[src/rtl/module_banco_registros_pkg.sv]
// Processor-wide shared definitions: data width, data type, ALU opcodes
// and the hardwired-zero register index. Imported by decoder, ALU and
// register bank so every block agrees on one definition.
package pkg_procesador;

    // Processor-wide datapath width (ALU operand width)
    localparam int unsigned N_PROC = 4;

    typedef logic [N_PROC-1:0] dato_t;

    // ALU opcodes, shared by decoder and ALU
    localparam int unsigned OP_W = 3;
    localparam logic [OP_W-1:0] OP_SUMA  = 3'd0;
    localparam logic [OP_W-1:0] OP_RESTA = 3'd1;
    localparam logic [OP_W-1:0] OP_AND   = 3'd2;
    localparam logic [OP_W-1:0] OP_OR    = 3'd3;
    localparam logic [OP_W-1:0] OP_XOR   = 3'd4;
    localparam logic [OP_W-1:0] OP_SHL   = 3'd5;
    localparam logic [OP_W-1:0] OP_SHR   = 3'd6;
    localparam logic [OP_W-1:0] OP_PASA  = 3'd7;

    // Register index that always reads zero and ignores writes
    localparam int unsigned REG_CERO = 0;

endpackage

[src/rtl/module_registro_flags.sv]
// 2-bit status flag register (carry/shift flag and zero flag).
// Priority on each rising edge: clear, then load, then hold.
// Ports:
//   clk, rst_n      clock, asynchronous active-low reset
//   clear           synchronous clear of both flags (wins over enable)
//   enable          load flag_d / cero_d
//   flag_d, cero_d  next flag values from the ALU
//   flag_q, cero_q  registered flags
module module_registro_flags (
    input  logic clk,
    input  logic rst_n,
    input  logic clear,
    input  logic enable,
    input  logic flag_d,
    input  logic cero_d,
    output logic flag_q,
    output logic cero_q
);

    // Flag state with clear > load > hold priority
    always_ff @(posedge clk or negedge rst_n) begin
        if (!rst_n) begin
            flag_q <= 1'b0;
            cero_q <= 1'b0;
        end else if (clear) begin
            flag_q <= 1'b0;
            cero_q <= 1'b0;
        end else if (enable) begin
            flag_q <= flag_d;
            cero_q <= cero_d;
        end
    end

endmodule

[src/rtl/module_banco_registros.sv]
// Register bank and status-flag register feeding the ALU.
// Two combinational read ports, one synchronous write port, register 0
// hardwired to zero, plus the registered carry/shift and zero flags.
// Ports:
//   clk, rst_n            clock, asynchronous active-low reset
//   RegWrite              register file write enable
//   FlagWrite, FlagClear  flag register load / synchronous clear
//   AddrA, AddrB, AddrW   read A, read B and write addresses
//   DataW                 write data
//   ALUFlagsD, CeroD      next carry/shift flag and zero flag from ALU
//   DataA, DataB          combinational read data (ALU operands)
//   FlagQ, CeroQ          registered carry/shift flag and zero flag
module module_banco_registros
    import pkg_procesador::*;
#(
    parameter  int unsigned N = N_PROC,
    parameter  int unsigned R = 16,
    localparam int unsigned W = $clog2(R)
) (
    input  logic         clk,
    input  logic         rst_n,
    input  logic         RegWrite,
    input  logic         FlagWrite,
    input  logic         FlagClear,
    input  logic [W-1:0] AddrA,
    input  logic [W-1:0] AddrB,
    input  logic [W-1:0] AddrW,
    input  logic [N-1:0] DataW,
    input  logic         ALUFlagsD,
    input  logic         CeroD,
    output logic [N-1:0] DataA,
    output logic [N-1:0] DataB,
    output logic         FlagQ,
    output logic         CeroQ
);

    localparam logic [W-1:0] ADDR_CERO = W'(REG_CERO);

    logic [N-1:0] regs [R];

    // Register file; the zero register is never written
    always_ff @(posedge clk or negedge rst_n) begin
        if (!rst_n) begin
            for (int i = 0; i < int'(R); i++) begin
                regs[i] <= '0;
            end
        end else if (RegWrite && (AddrW != ADDR_CERO)) begin
            regs[AddrW] <= DataW;
        end
    end

    // Combinational reads, no write-through bypass
    always_comb begin
        DataA = '0;
        DataB = '0;
        if (AddrA != ADDR_CERO) begin
            DataA = regs[AddrA];
        end
        if (AddrB != ADDR_CERO) begin
            DataB = regs[AddrB];
        end
    end

    module_registro_flags u_flags (
        .clk    (clk),
        .rst_n  (rst_n),
        .clear  (FlagClear),
        .enable (FlagWrite),
        .flag_d (ALUFlagsD),
        .cero_d (CeroD),
        .flag_q (FlagQ),
        .cero_q (CeroQ)
    );

endmodule

[config.mk]
export PLATFORM = sky130hd
export DESIGN_NAME = module_banco_registros
export DESIGN_NICKNAME = d
export VERILOG_FILES = /design/src/rtl/module_banco_registros_pkg.sv /design/src/rtl/module_registro_flags.sv /design/src/rtl/module_banco_registros.sv
export SDC_FILE = /design/constraint.sdc
export NUM_CORES = 1
export LEC_CHECK = 0
export ABC_CLOCK_PERIOD_IN_PS = 2000
export BUFFER_PORTS_ARGS = -buffer_cell sky130_fd_sc_hd__buf_2
export CAP_MARGIN = 20
export CORE_AREA = 5 5 102 113
export DETAILED_ROUTE_END_ITERATION = 12
export DIE_AREA = 0 0 107 118
export MAX_ROUTING_LAYER = met4
export PLACE_DENSITY_LB_ADDON = 0.1
export SLEW_MARGIN = 20
export SYNTH_ARGS = -nofsm -noshare
export SYNTH_HDL_FRONTEND = slang
export SYNTH_HIERARCHICAL = 1
export SYNTH_SLANG_ARGS = --single-unit
export TNS_END_PERCENT = 10
[constraint.sdc]
create_clock -name clk -period 2 [get_ports clk]
set_clock_uncertainty 0.15 [all_clocks]
set_input_delay 0 -clock clk [delete_from_list [all_inputs] [get_ports clk]]
set_output_delay 0 -clock clk [all_outputs]
set_load 0.005 [all_outputs]
### After elaboration in Yosys (flattened, before gate mapping)

Index checks and enable logic that the tools add are counted.

| storage, ports and cells | value |
|---|---|
| flip-flop bits (word level) | 66 |
| bits of input ports | 23 |
| word-level logic and storage cells | 46 |

| operators by class | value |
|---|---|
| order comparisons | 4 |
| muxes and demuxes | 15 |
| bitwise operators | 3 |
| reductions and logical operators | 6 |

Operators by type and width:

| cell | count |
|---|---|
| 64-bit bitwise mux | 1 |
| 4-bit binary-select mux with 4-bit select | 2 |
| 4-bit 2-to-1 mux | 7 |
| 4-bit demux with 4-bit select | 1 |
| 5-bit greater-or-equal comparator (second input constant) | 3 |
| 4-bit inverter with 5-bit output | 3 |
| 4-bit nonzero test | 3 |
| 5-bit by 1-bit less-than comparator with 1-bit output (second input constant) | 1 |
| 1-bit 2-to-1 mux | 4 |
| 1-bit logical AND | 2 |
| 2-bit nonzero test | 1 |

### Logic depth before layout (Yosys ltp)

Gate-level depths: netlist of run 1.

| depth | value |
|---|---|
| depth after elaboration | 6 |
| gate-level depth with buffers | 6 |
| depth with buffers taken out | 4 |

### Cells and area by module

The synthesis of run 1 kept the hierarchy.

Modules (own cells, without submodules):

| module | instances | cells each | area each (µm²) | seq. area each (µm²) |
|---|---|---|---|---|
| module_banco_registros | 1 | 240 | 3,407.0 | 1,526.5 |
| module_registro_flags | 1 | 6 | 77.6 | 50.0 |

### Worst setup path after synthesis of run 1

No wires, ideal clock.

| timing | value |
|---|---|
| path type | register -> output |
| from | reg regs[27] (netlist name) |
| to | out DataB[3] |
| arrival | 1.273 ns |
| path slack | 0.577 ns |
| stages on the path, launching flop included | 5 |
| buffers on the path | 0 |
| path through | dfrtp_1 mux4_1 nor2b_1 nor3_1 a221o_1 |

| between the ends | value |
|---|---|
| word-level cells in the longest chain between the ends | 4 |

Ends and longest elaborated chain:

| item | line | RTL |
|---|---|---|
| start: declaration | module_banco_registros.sv:39 | `logic [N-1:0] regs [R];` |
| start signal: indexed assignment | module_banco_registros.sv:48 | `regs[AddrW] <= DataW;` |
| 4-bit binary-select mux with 4-bit select | module_banco_registros.sv:60 | `DataB = regs[AddrB];` |
| 4-bit 2-to-1 mux (implied by the code) (2 in series) | module_banco_registros.sv:60 |  |
| 4-bit 2-to-1 mux | module_banco_registros.sv:59 | `if (AddrB != ADDR_CERO) begin` |
| end: declaration | module_banco_registros.sv:32 | `output logic [N-1:0] DataB,` |

Every way passes these cells. The select of a mux whose other input is x is not followed.

### Worst setup path in the final report of run 1

| timing | value |
|---|---|
| from | reg regs[17] (netlist name) |
| to | out DataB[1] |

Same word-level chain as after synthesis.

==> results of run 1 <==
-- critical path, stage by stage (launching register included) --
cell     delay [ps]
dfrtp_1         400
mux4_2          520
nor2b_2         140
nor3_2           50
a221o_1         270
buf_2           130
-- sequential cells by signal, summed over array words and instances, names as in the netlist --
name            count
u_flags/flag_q      1
regs               61
u_flags/cero_q      1
-- metal layers --
layer / wire length [um] / vias to the layer above / GRT usage, %
li1: - / 1032 / -
met2: 4210 / 51 / 22.6
met3: 369 / 11 / 3.78
met1: 4440 / 1179 / 22.6
met4: 112 / 0 / 4.96
met5: 0 / - / -
-- placed cells by master, fill, tap and decap left out, drive strengths merged, types with 2 or more instances in the layout --
cell type / netlist / routed
mux2: 65 / 65
dfrtp: 63 / 63
buf: 10 / 39
mux4: 23 / 23
clkbuf: 7 / 12
nor2: 11 / 11
nor2b: 10 / 10
nor3: 9 / 9
mux2i: 7 / 7
a221o: 6 / 6
dlygate4sd3: 0 / 6
a221oi: 6 / 6
nand2b: 4 / 4
nand3b: 3 / 3
a21oi: 3 / 3
or3: 3 / 3
and2: 2 / 2
nand3: 2 / 2
a211oi: 2 / 2
nand2: 2 / 2
clkinv: 0 / 2
nor3b: 2 / 2
-- through the flow --
step,setup WS [ps],total power [mW]
after floorplan,577,2.37
after global placement,266,2.68
after detailed placement,269,2.69
after CTS,-18.7,4.30
after global routing,-44.3,4.47
final,5.57,4.26
-- worst max path at each step --
stage	depth (start not counted)	slack [ps]	endpoint	start
after global placement	6	270	DataB[3]	AddrB[0]
after global routing	5	-40	DataB[1]	regs[17]
after floorplan	4	580	DataB[3]	regs[27]
after detailed placement	7	270	DataB[3]	AddrB[0]
final	5	6	DataB[1]	regs[17]
after CTS	5	-20	DataB[1]	regs[17]
-- cell type report --
class,count,area share (%)
Clock buffer,12,5.95
Clock inverter,4,1.33
Inverter,1,0.0906
Multi-Input combinational cell,165,44.0
Sequential cell,63,38.1
Tap cell,123,3.72
Timing Repair Buffer,45,6.89
-- power by group --
group          total (mW)  switching (mW)  internal [mW]
Combinational       0.887           0.338          0.549
Clock                1.57           0.568           1.00
Sequential           1.80           0.239           1.56
-- Yosys cell counts, types with 4 or more instances --
| cell type | number |
|---|---|
| buf_2 | 4 |
| mux2i_1 | 7 |
| mux4_1 | 7 |
| nor2_1 | 11 |
| dfrtp_1 | 63 |
| clkbuf_1 | 7 |
| nor2b_1 | 10 |
| a221o_1 | 6 |
| a221oi_1 | 6 |
| nor3_1 | 9 |
| buf_6 | 6 |
| nand2b_1 | 4 |
| mux4_2 | 16 |
| mux2_2 | 63 |
-- cells by family (layout without fill, tap and decap cells) --
family                 count (synthesis)  after routing  share of synthesized area (%)
buffers and inverters                 18             62                           3.38
multiplexers                          95             95                           38.6
flip-flops                            63             63                           45.2
AO/OA/AOI/OAI                         19             19                           4.49
AND/OR/NAND/NOR                       51             51                           8.26
-- repair_timing --
item                                   in CTS  in global routing
gates resized for setup                     4                  5
endpoints found under the hold margin      66                  0
cloned                                      0                  0
hold buffers                                6                  0
setup endpoints to repair                   4                  6
pin swaps                                   0                  5
buffers inserted                            0                  0
==> impl_metrics.csv, run 1 <==
group,metric,value,unit
timing,setup_tns,0,ps
worst_setup_path,endpoint_kind,"output port",
routing,vias,2273,
timing,maxSlewViolCount,0,
logic_synthesis,yosysSeqAreaShare,45.2,%
routing,wire_per_inst,22.1,um
routing,viasPerCell,5.50,
pwr,ir_worst_vdd,0.358,mV
timing,min_period,1990,ps
routing,detail_route.first_pass.iterations,4,
logic_synthesis,synth_cells,246,
final_layout,end_of_flow_core_utilization,40.4,%
final_layout,fill_cell_total_of_the_finished_layout,998,
placed_design,buffer_ports.inserted,32,
placed_design,finalWeightedCongestion,0.799,
logic_synthesis,number_of_enable_flip_flop_cells_after_synthesis,0,
logic_synthesis,syn-num-nets,269,
worst_setup_path,worst_r2r_endpoint,"u_flags/cero_q",
hold_path,min_to,"regs[9]",
worst_setup_path,worst_ep_required_time,1850,ps
worst_setup_path,worst-endpoint-arrival,1840,ps
timing,hold_violation_total_from_the_final_report,0,
hold_path,holdCritStartpoint,"DataW[1]",
logic_synthesis,synth.lib_cells_used.distinct,30,
timing,setup-violations-final,0,
global_route,grt_remaining_overflow,0,
clock_tree,cts-buffers-inserted,9,
worst_setup_path,critPathMaxFanout,3,
worst_setup_path,cp_startpoint_kind,"register",
global_route,global_route_usage_over_all_layers,15.9,%
logic_synthesis,async_set_reset_flop_share_out_of_synthesis,100,%
die,floorplan.core_area,10200,sq um
timing,setup_repair_after_global_routing_missed_its_margin,"yes",
routing,post-route-drc-count,0,
timing,achievable-frequency,501,MHz
logic_synthesis,biggest_area_consumer_among_synthesized_cells,"dfrtp_1",
timing,maxSlewHeadroom,67.4,%
logic_synthesis,synth.top_cell.area_share,45.2,%
flow_run,maxCapViolCount,0,
die,die_area,12600,sq um
final_layout,num_antenna_cells,0,
final_layout,final_design_area_no_fill,4140,sq um
pwr,power.density_cell_area,1030,nW/um^2
die,initial_core_util,34.0,%
worst_setup_path,r2r_start,"u_flags/cero_q",
worst_setup_path,worst-setup-path-type,"reg -> out",
global_route,first_pass_grt_wire_length,14500,um
logic_synthesis,synth.ff_latch_count,63,
final_layout,finalNonFillerCells,413,
final_layout,syn2layout_area_growth,18.9,%
logic_synthesis,netlist_area,3480,sq um
routing,drtAntennaViolNets,0,
placed_design,post-place-cells,391,
global_route,grt_antenna_before_repair,0,
clock_tree,cts-root-to-sink-buffers,2,
clock_tree,clock_tree.root_cell,"clkbuf_16",
global_route,first_global_vias,2423,
clock_tree,cts_htree_levels,3,
die,dieHeight,118,um
clock_tree,worst_setup_hold_path_clk_slew,60,ps
hold_path,min_path_cells,2,
placed_design,detailed_placer_s_ending_hpwl,6560,um
worst_setup_path,worst_r2r_path_depth,3,
status,outcome,"complete, no violations",
routing,detailedRoute.firstIterationViolations,63,
die,die_w,107,um
pwr,power.static_leakage,1.76,nW
final_layout,finalNetCount,308,
timing,layout_worst_path_cycle_share,99.7,%
die,number_of_placement_rows,39,
timing,worst_hold_slack,7.77,ps
clock_tree,cts.sinks,63,
logic_synthesis,postSynth.topFlopCell,"dfrtp_1",
global_route,pin_count_of_the_biggest_net_entering_global_routing,64,
final_layout,drive_above_1_share,49.0,%
logic_synthesis,synth_area_per_cell,14.2,sq um
final_layout,seqCellArea,1580,sq um
placed_design,dpl-instance-area,3750,sq um
clock_tree,tritoncts,"done",
timing,timing_worst_slew_pin_value,487,ps
logic_synthesis,biggest_area_contributors_in_the_synthesized_netlist,"dfrtp_1, mux2_2, mux4_2",
routing,overall_routed_net_length,9120,um
final_layout,total_area_of_multi_input_combinational_cells,1820,sq um
clock_tree,clk-insertion-delay-late,330,ps
logic_synthesis,yosysWarnings,6,
hold_path,worst_hold_path_type,"in -> reg",
die,top_level_ports,33,
worst_setup_path,reg2reg_setup_slack,650,ps
No activity file was read; power rests on OpenSTA's default activity.
==> inputs of run 2 (changes only) <==
--- a/config.mk
+++ b/config.mk
@@ -5,7 +5,7 @@
 export SDC_FILE = /design/constraint.sdc
 export NUM_CORES = 1
 export LEC_CHECK = 0
-export ABC_CLOCK_PERIOD_IN_PS = 2000
+export ABC_CLOCK_PERIOD_IN_PS = 2400
 export BUFFER_PORTS_ARGS = -buffer_cell sky130_fd_sc_hd__buf_2
 export CAP_MARGIN = 20
 export CORE_AREA = 5 5 102 113
==> constraint.sdc (replaced) <==
create_clock -name clk -period 2.4 [get_ports clk]
set_clock_uncertainty 0.15 [all_clocks]
set_input_delay 0 -clock clk [delete_from_list [all_inputs] [get_ports clk]]
set_output_delay 0 -clock clk [all_outputs]
set_load 0.005 [all_outputs]
==> run 2 against run 1 <==
Sequential power shrank 17%. Cell area fell by 1.3%. Global-route usage increased by 0.055 points. First-iteration DRC count increased by 75%. Sequential cell count unchanged. Core utilization shrank 0.52 points. Final cell count fell by 1.5%. Combinational power fell by 20%. Power is 15% lower. Non-clock buffer count decreased by 6. Via count increased by 1.2%. Setup slack improved by 360 ps. Critical path type unchanged. Largest cell class unchanged. Highest routed layer unchanged.
==> impl_metrics.csv, run 2 (same netlist as run 1, synthesis figures left out) <==
group,metric,value,unit
worst_setup_path,worst_ep_required_time,2250,ps
pwr,power.static_leakage,1.73,nW
hold_path,worst_hold_path_type,"in -> reg",
timing,setup-violations-final,0,
routing,wire_per_inst,22.6,um
global_route,pin_count_of_the_biggest_net_entering_global_routing,39,
routing,vias,2301,
worst_setup_path,worstPathCellList,"mux4_1 > nor2b_1 > nor3_1 > a221o_1 > buf_2",
status,outcome,"complete, no violations",
global_route,grt_remaining_overflow,0,
timing,timing_worst_slew_pin_value,689,ps
worst_setup_path,critPathMaxFanout,3,
pwr,power.density_cell_area,885,nW/um^2
clock_tree,cts-buffers-inserted,9,
final_layout,largest_register,"regs",
final_layout,largest_register_ff_count,61,
worst_setup_path,cp_startpoint_kind,"register",
global_route,global_route_usage_over_all_layers,16.0,%
timing,achievable-frequency,491,MHz
timing,hold_violation_total_from_the_final_report,0,
routing,detailedRoute.firstIterationViolations,110,
placed_design,detailed_placer_s_ending_hpwl,6440,um
final_layout,layout_top_registers,"regs (61), u_flags/cero_q (1), u_flags/flag_q (1)",
final_layout,finalNetCount,302,
clock_tree,clk-insertion-delay-late,330,ps
flow_run,maxCapViolCount,0,
clock_tree,tritoncts,"done",
timing,maxSlewHeadroom,54.0,%
clock_tree,worst_setup_hold_path_clk_slew,60,ps
timing,layout_worst_path_cycle_share,84.8,%
die,floorplan.core_area,10200,sq um
routing,drtAntennaViolNets,0,
final_layout,finalNonFillerCells,407,
placed_design,buffer_ports.inserted,32,
final_layout,mostFrequentLayoutCells,"mux2_2, dfrtp_1, buf_2",
worst_setup_path,endpoint_kind,"output port",
pwr,design_power_total,3.62,mW
worst_setup_path,worst-endpoint-arrival,1890,ps
routing,post-route-drc-count,0,
timing,min_period,2040,ps
placed_design,post-place-cells,385,
global_route,first_global_vias,2382,
clock_tree,clock_tree.root_cell,"clkbuf_16",
routing,detail_route.first_pass.iterations,4,
final_layout,syn2layout_area_growth,17.3,%
clock_tree,cts-root-to-sink-buffers,2,
worst_setup_path,cp_slowest_cell,"mux4_1",
clock_tree,cts.sinks,63,
die,number_of_placement_rows,39,
placed_design,dp_worst_setup_slack,549,ps
final_layout,drive_above_1_share,45.4,%
clock_tree,cts_htree_levels,3,
final_layout,num_antenna_cells,0,
global_route,first_pass_grt_wire_length,14700,um
timing,maxSlewViolCount,0,
die,top_level_ports,33,
die,die_area,12600,sq um
timing,setup_repair_after_global_routing_missed_its_margin,"no",
placed_design,finalWeightedCongestion,0.808,
timing,setup_tns,0,ps
pwr,ir_worst_vdd,0.321,mV
worst_setup_path,worst-setup-path-type,"reg -> out",
die,dieHeight,118,um
timing,worst_slack,365,ps
die,die_w,107,um
global_route,grt_antenna_before_repair,0,
routing,viasPerCell,5.65,
routing,overall_routed_net_length,9190,um
worst_setup_path,worst_path_largest_cell_delay,530,ps
die,initial_core_util,34.0,%
-- run 2: metal layers --
layer  vias up  track usage, %  share of wire, %
met5         -               -                 0
met4         0            4.88               1.3
met3         6            3.40               4.5
met2        63            22.9                46
met1      1213            22.7                48
li1       1019               -                 -
-- run 2: critical path: cells and delay by family (launching register included) --
family | cells | cell delay, ps
compound gates | 1 | 290
simple gates | 2 | 190
flops | 1 | 410
mux | 1 | 530
buf+inv | 1 | 140
-- run 2: area by class of cell --
type	instances	area (sq um)
Fill cell	980	6160
Multi-Input combinational cell	165	1790
Sequential cell	63	1580
Timing Repair Buffer	39	240
Clock buffer	9	225
Tap cell	123	154
Clock inverter	7	97.6
Inverter	1	3.75
-- run 2: timing repair --
item / CTS / global route
hold endpoints to repair: 28 / 0
endpoints found under the setup margin: 0 / 0
hold buffers: 6 / 0
gates resized for setup: 0 / 0
setup buffers: 0 / 0
-- run 2: worst paths after layout --
path                       slack [ps]  depth (start not counted)             end           start
max reg2reg                      1040                          3  u_flags/cero_q  u_flags/cero_q
min reg2reg                       230                          0        regs[62]        regs[62]
min in group asynchronous          90                          2        regs[36]           rst_n
max in group asynchronous        1350                          3        regs[53]           rst_n
max                               360                          5        DataB[3]        regs[27]
min                                30                          2        regs[45]        DataW[1]
-- run 2: stage by stage --
stage	hold slack (ps)	area [sq um]	utilization (%)
global route	64.2	4090	39.9
global placement	-78.5	3700	36.2
detailed placement	-77.3	3700	36.2
floorplan	-446	3480	-
finish	29.4	4090	39.9
CTS	39.6	4090	39.9
-- run 2: report_power, final --
group          internal, mW  total, mW  switching, mW  leakage, nW
registers              1.30       1.50          0.194        0.776
clock network         0.910       1.40          0.495        0.152
logic                 0.445      0.714          0.269        0.801
==> inputs of run 3 (changes only) <==
--- a/config.mk
+++ b/config.mk
@@ -5,7 +5,7 @@
 export SDC_FILE = /design/constraint.sdc
 export NUM_CORES = 1
 export LEC_CHECK = 0
-export ABC_CLOCK_PERIOD_IN_PS = 2400
+export ABC_CLOCK_PERIOD_IN_PS = 2100
 export BUFFER_PORTS_ARGS = -buffer_cell sky130_fd_sc_hd__buf_2
 export CAP_MARGIN = 20
 export CORE_AREA = 5 5 102 113
==> constraint.sdc (replaced) <==
create_clock -name clk -period 2.1 [get_ports clk]
set_clock_uncertainty 0.15 [all_clocks]
set_input_delay 0 -clock clk [delete_from_list [all_inputs] [get_ports clk]]
set_output_delay 0 -clock clk [all_outputs]
set_load 0.005 [all_outputs]
==> run 3 against run 2 <==
Cell area increased by 0.31%. Register-to-register slack got worse by 330 ps. Hold slack got worse by 14 ps. Final cell count increased by 0.98%. Combinational power increased by 15%. Wire length increased by 0.57%. First-iteration DRC count increased by 9.1%. Global-route usage increased by 0.29 points. Sequential power increased by 14%. Sequential cell count unchanged. Non-clock buffer count increased by 4. Power increased by 12%. Largest cell class unchanged.
==> impl_metrics.csv, run 3 (same netlist as run 1, synthesis figures left out) <==
group,metric,value,unit
global_route,grt_antenna_before_repair,0,
timing,maxSlewViolCount,0,
timing,achievable-frequency,501,MHz
placed_design,dpl-instance-area,3730,sq um
routing,viasPerCell,5.67,
timing,hold_violation_total_from_the_final_report,0,
hold_path,min_path_cells,2,
die,die_area,12600,sq um
die,dieHeight,118,um
worst_setup_path,worst_r2r_path_depth,3,
final_layout,mostFrequentLayoutCells,"mux2_2, dfrtp_1, buf_2",
clock_tree,clock_tree.root_cell,"clkbuf_16",
global_route,first_global_vias,2444,
final_layout,finalNetCount,306,
placed_design,post-place-cells,389,
worst_setup_path,worst_r2r_endpoint,"u_flags/cero_q",
routing,post-route-drc-count,0,
worst_setup_path,worst_path_largest_cell_delay,510,ps
clock_tree,clk-insertion-delay-late,330,ps
timing,timing_worst_slew_pin_value,523,ps
routing,detailedRoute.firstIterationViolations,120,
final_layout,final_design_area_no_fill,4100,sq um
routing,detail_route.first_pass.iterations,4,
routing,wire_per_inst,22.5,um
worst_setup_path,critical_path.startpoint,"regs[23]",
worst_setup_path,cp_startpoint_kind,"register",
placed_design,buffer_ports.inserted,32,
hold_path,min_to,"regs[1]",
timing,layout_worst_path_cycle_share,95.1,%
die,die_w,107,um
pwr,ir_worst_vdd,0.395,mV
clock_tree,worst_setup_hold_path_clk_slew,60,ps
final_layout,largest_register_ff_count,61,
routing,vias,2330,
global_route,grt_remaining_overflow,0,
worst_setup_path,worst-setup-path-type,"reg -> out",
final_layout,finalNonFillerCells,411,
global_route,global_route_usage_over_all_layers,16.3,%
placed_design,detailed_placer_s_ending_hpwl,6490,um
worst_setup_path,worst-endpoint-arrival,1850,ps
worst_setup_path,r2r_start,"u_flags/cero_q",
hold_path,worst_hold_path_type,"in -> reg",
clock_tree,number_of_setup_buffers_added_after_cts,0,
global_route,first_pass_grt_wire_length,15100,um
global_route,pin_count_of_the_biggest_net_entering_global_routing,64,
clock_tree,cts-root-to-sink-buffers,2,
worst_setup_path,worstPathCellList,"mux4_1 > nor2b_1 > nor3_1 > a221o_1 > buf_2",
clock_tree,tritoncts,"done",
final_layout,drive_above_1_share,46.2,%
routing,overall_routed_net_length,9240,um
die,top_level_ports,33,
timing,setup-violations-final,0,
worst_setup_path,worst_ep_required_time,1950,ps
final_layout,num_antenna_cells,0,
final_layout,fill_cell_total_of_the_finished_layout,1001,
clock_tree,cts-buffers-inserted,9,
worst_setup_path,endpoint_kind,"output port",
timing,maxSlewHeadroom,65.0,%
final_layout,syn2layout_area_growth,17.7,%
timing,setup_repair_after_global_routing_missed_its_margin,"no",
die,number_of_placement_rows,39,
worst_setup_path,reg2reg_setup_slack,710,ps
worst_setup_path,worst-path-buf-inv,1,
clock_tree,cts_htree_levels,3,
die,initial_core_util,34.0,%
final_layout,end_of_flow_core_utilization,40.0,%
hold_path,holdCritStartpoint,"DataW[1]",
clock_tree,cts.sinks,63,
pwr,power.density_cell_area,988,nW/um^2
timing,min_period,2000,ps
die,floorplan.core_area,10200,sq um
worst_setup_path,cp_slowest_cell,"mux4_1",
worst_setup_path,critPathMaxFanout,3,
status,outcome,"complete, no violations",
final_layout,largest_register,"regs",
timing,setup_tns,0,ps
routing,drtAntennaViolNets,0,
final_layout,layout_top_registers,"regs (61), u_flags/cero_q (1), u_flags/flag_q (1)",
placed_design,finalWeightedCongestion,0.765,
flow_run,maxCapViolCount,0,
pwr,power.static_leakage,1.74,nW
timing,worst_hold_slack,15.1,ps
worst_setup_path,critical-path-top-delay-family,"multiplexers",
run 3: timing repair:
| action | in CTS | in global routing |
|---|---|---|
| resized for setup | 0 | 0 |
| endpoints found under the hold margin | 69 | 0 |
| hold buffers | 6 | 0 |
run 3: power by group:
group	leakage, nW	total, mW	switching (mW)	internal (mW)
logic	0.821	0.822	0.309	0.513
registers	0.776	1.71	0.219	1.49
clock network	0.143	1.52	0.591	0.930
run 3: how the worst max path moves through the flow:
stage	slack (ps)	end	cells past startpoint
floorplan	680	DataB[3]	4
global placement	320	DataB[3]	6
detailed placement	310	DataB[3]	6
CTS	70	DataB[0]	5
global route	20	DataB[0]	5
finish	100	DataB[3]	5
run 3: area by class of cell:
class	instances	area [sq um]	area share, %
Clock buffer	9	225	5.49
Tap cell	123	154	3.75
Inverter	1	3.75	0.0915
Sequential cell	63	1580	38.4
Timing Repair Buffer	43	270	6.59
Clock inverter	7	80.1	1.95
Multi-Input combinational cell	165	1790	43.7
run 3: through the flow:
stage	total power [mW]	setup slack, ps
finish	4.05	103
global route	4.26	15.6
CTS	4.10	74.0
detailed placement	2.55	308
global placement	2.54	316
floorplan	2.26	677
run 3: per-layer routing:
layer  share of wire, %  vias up  track usage, %
met5                  0        -               -
met1                 49     1236            23.6
met3                4.2        8            3.13
met4                1.0        0            5.76
met2                 46       56            22.7
li1                   -     1030               -
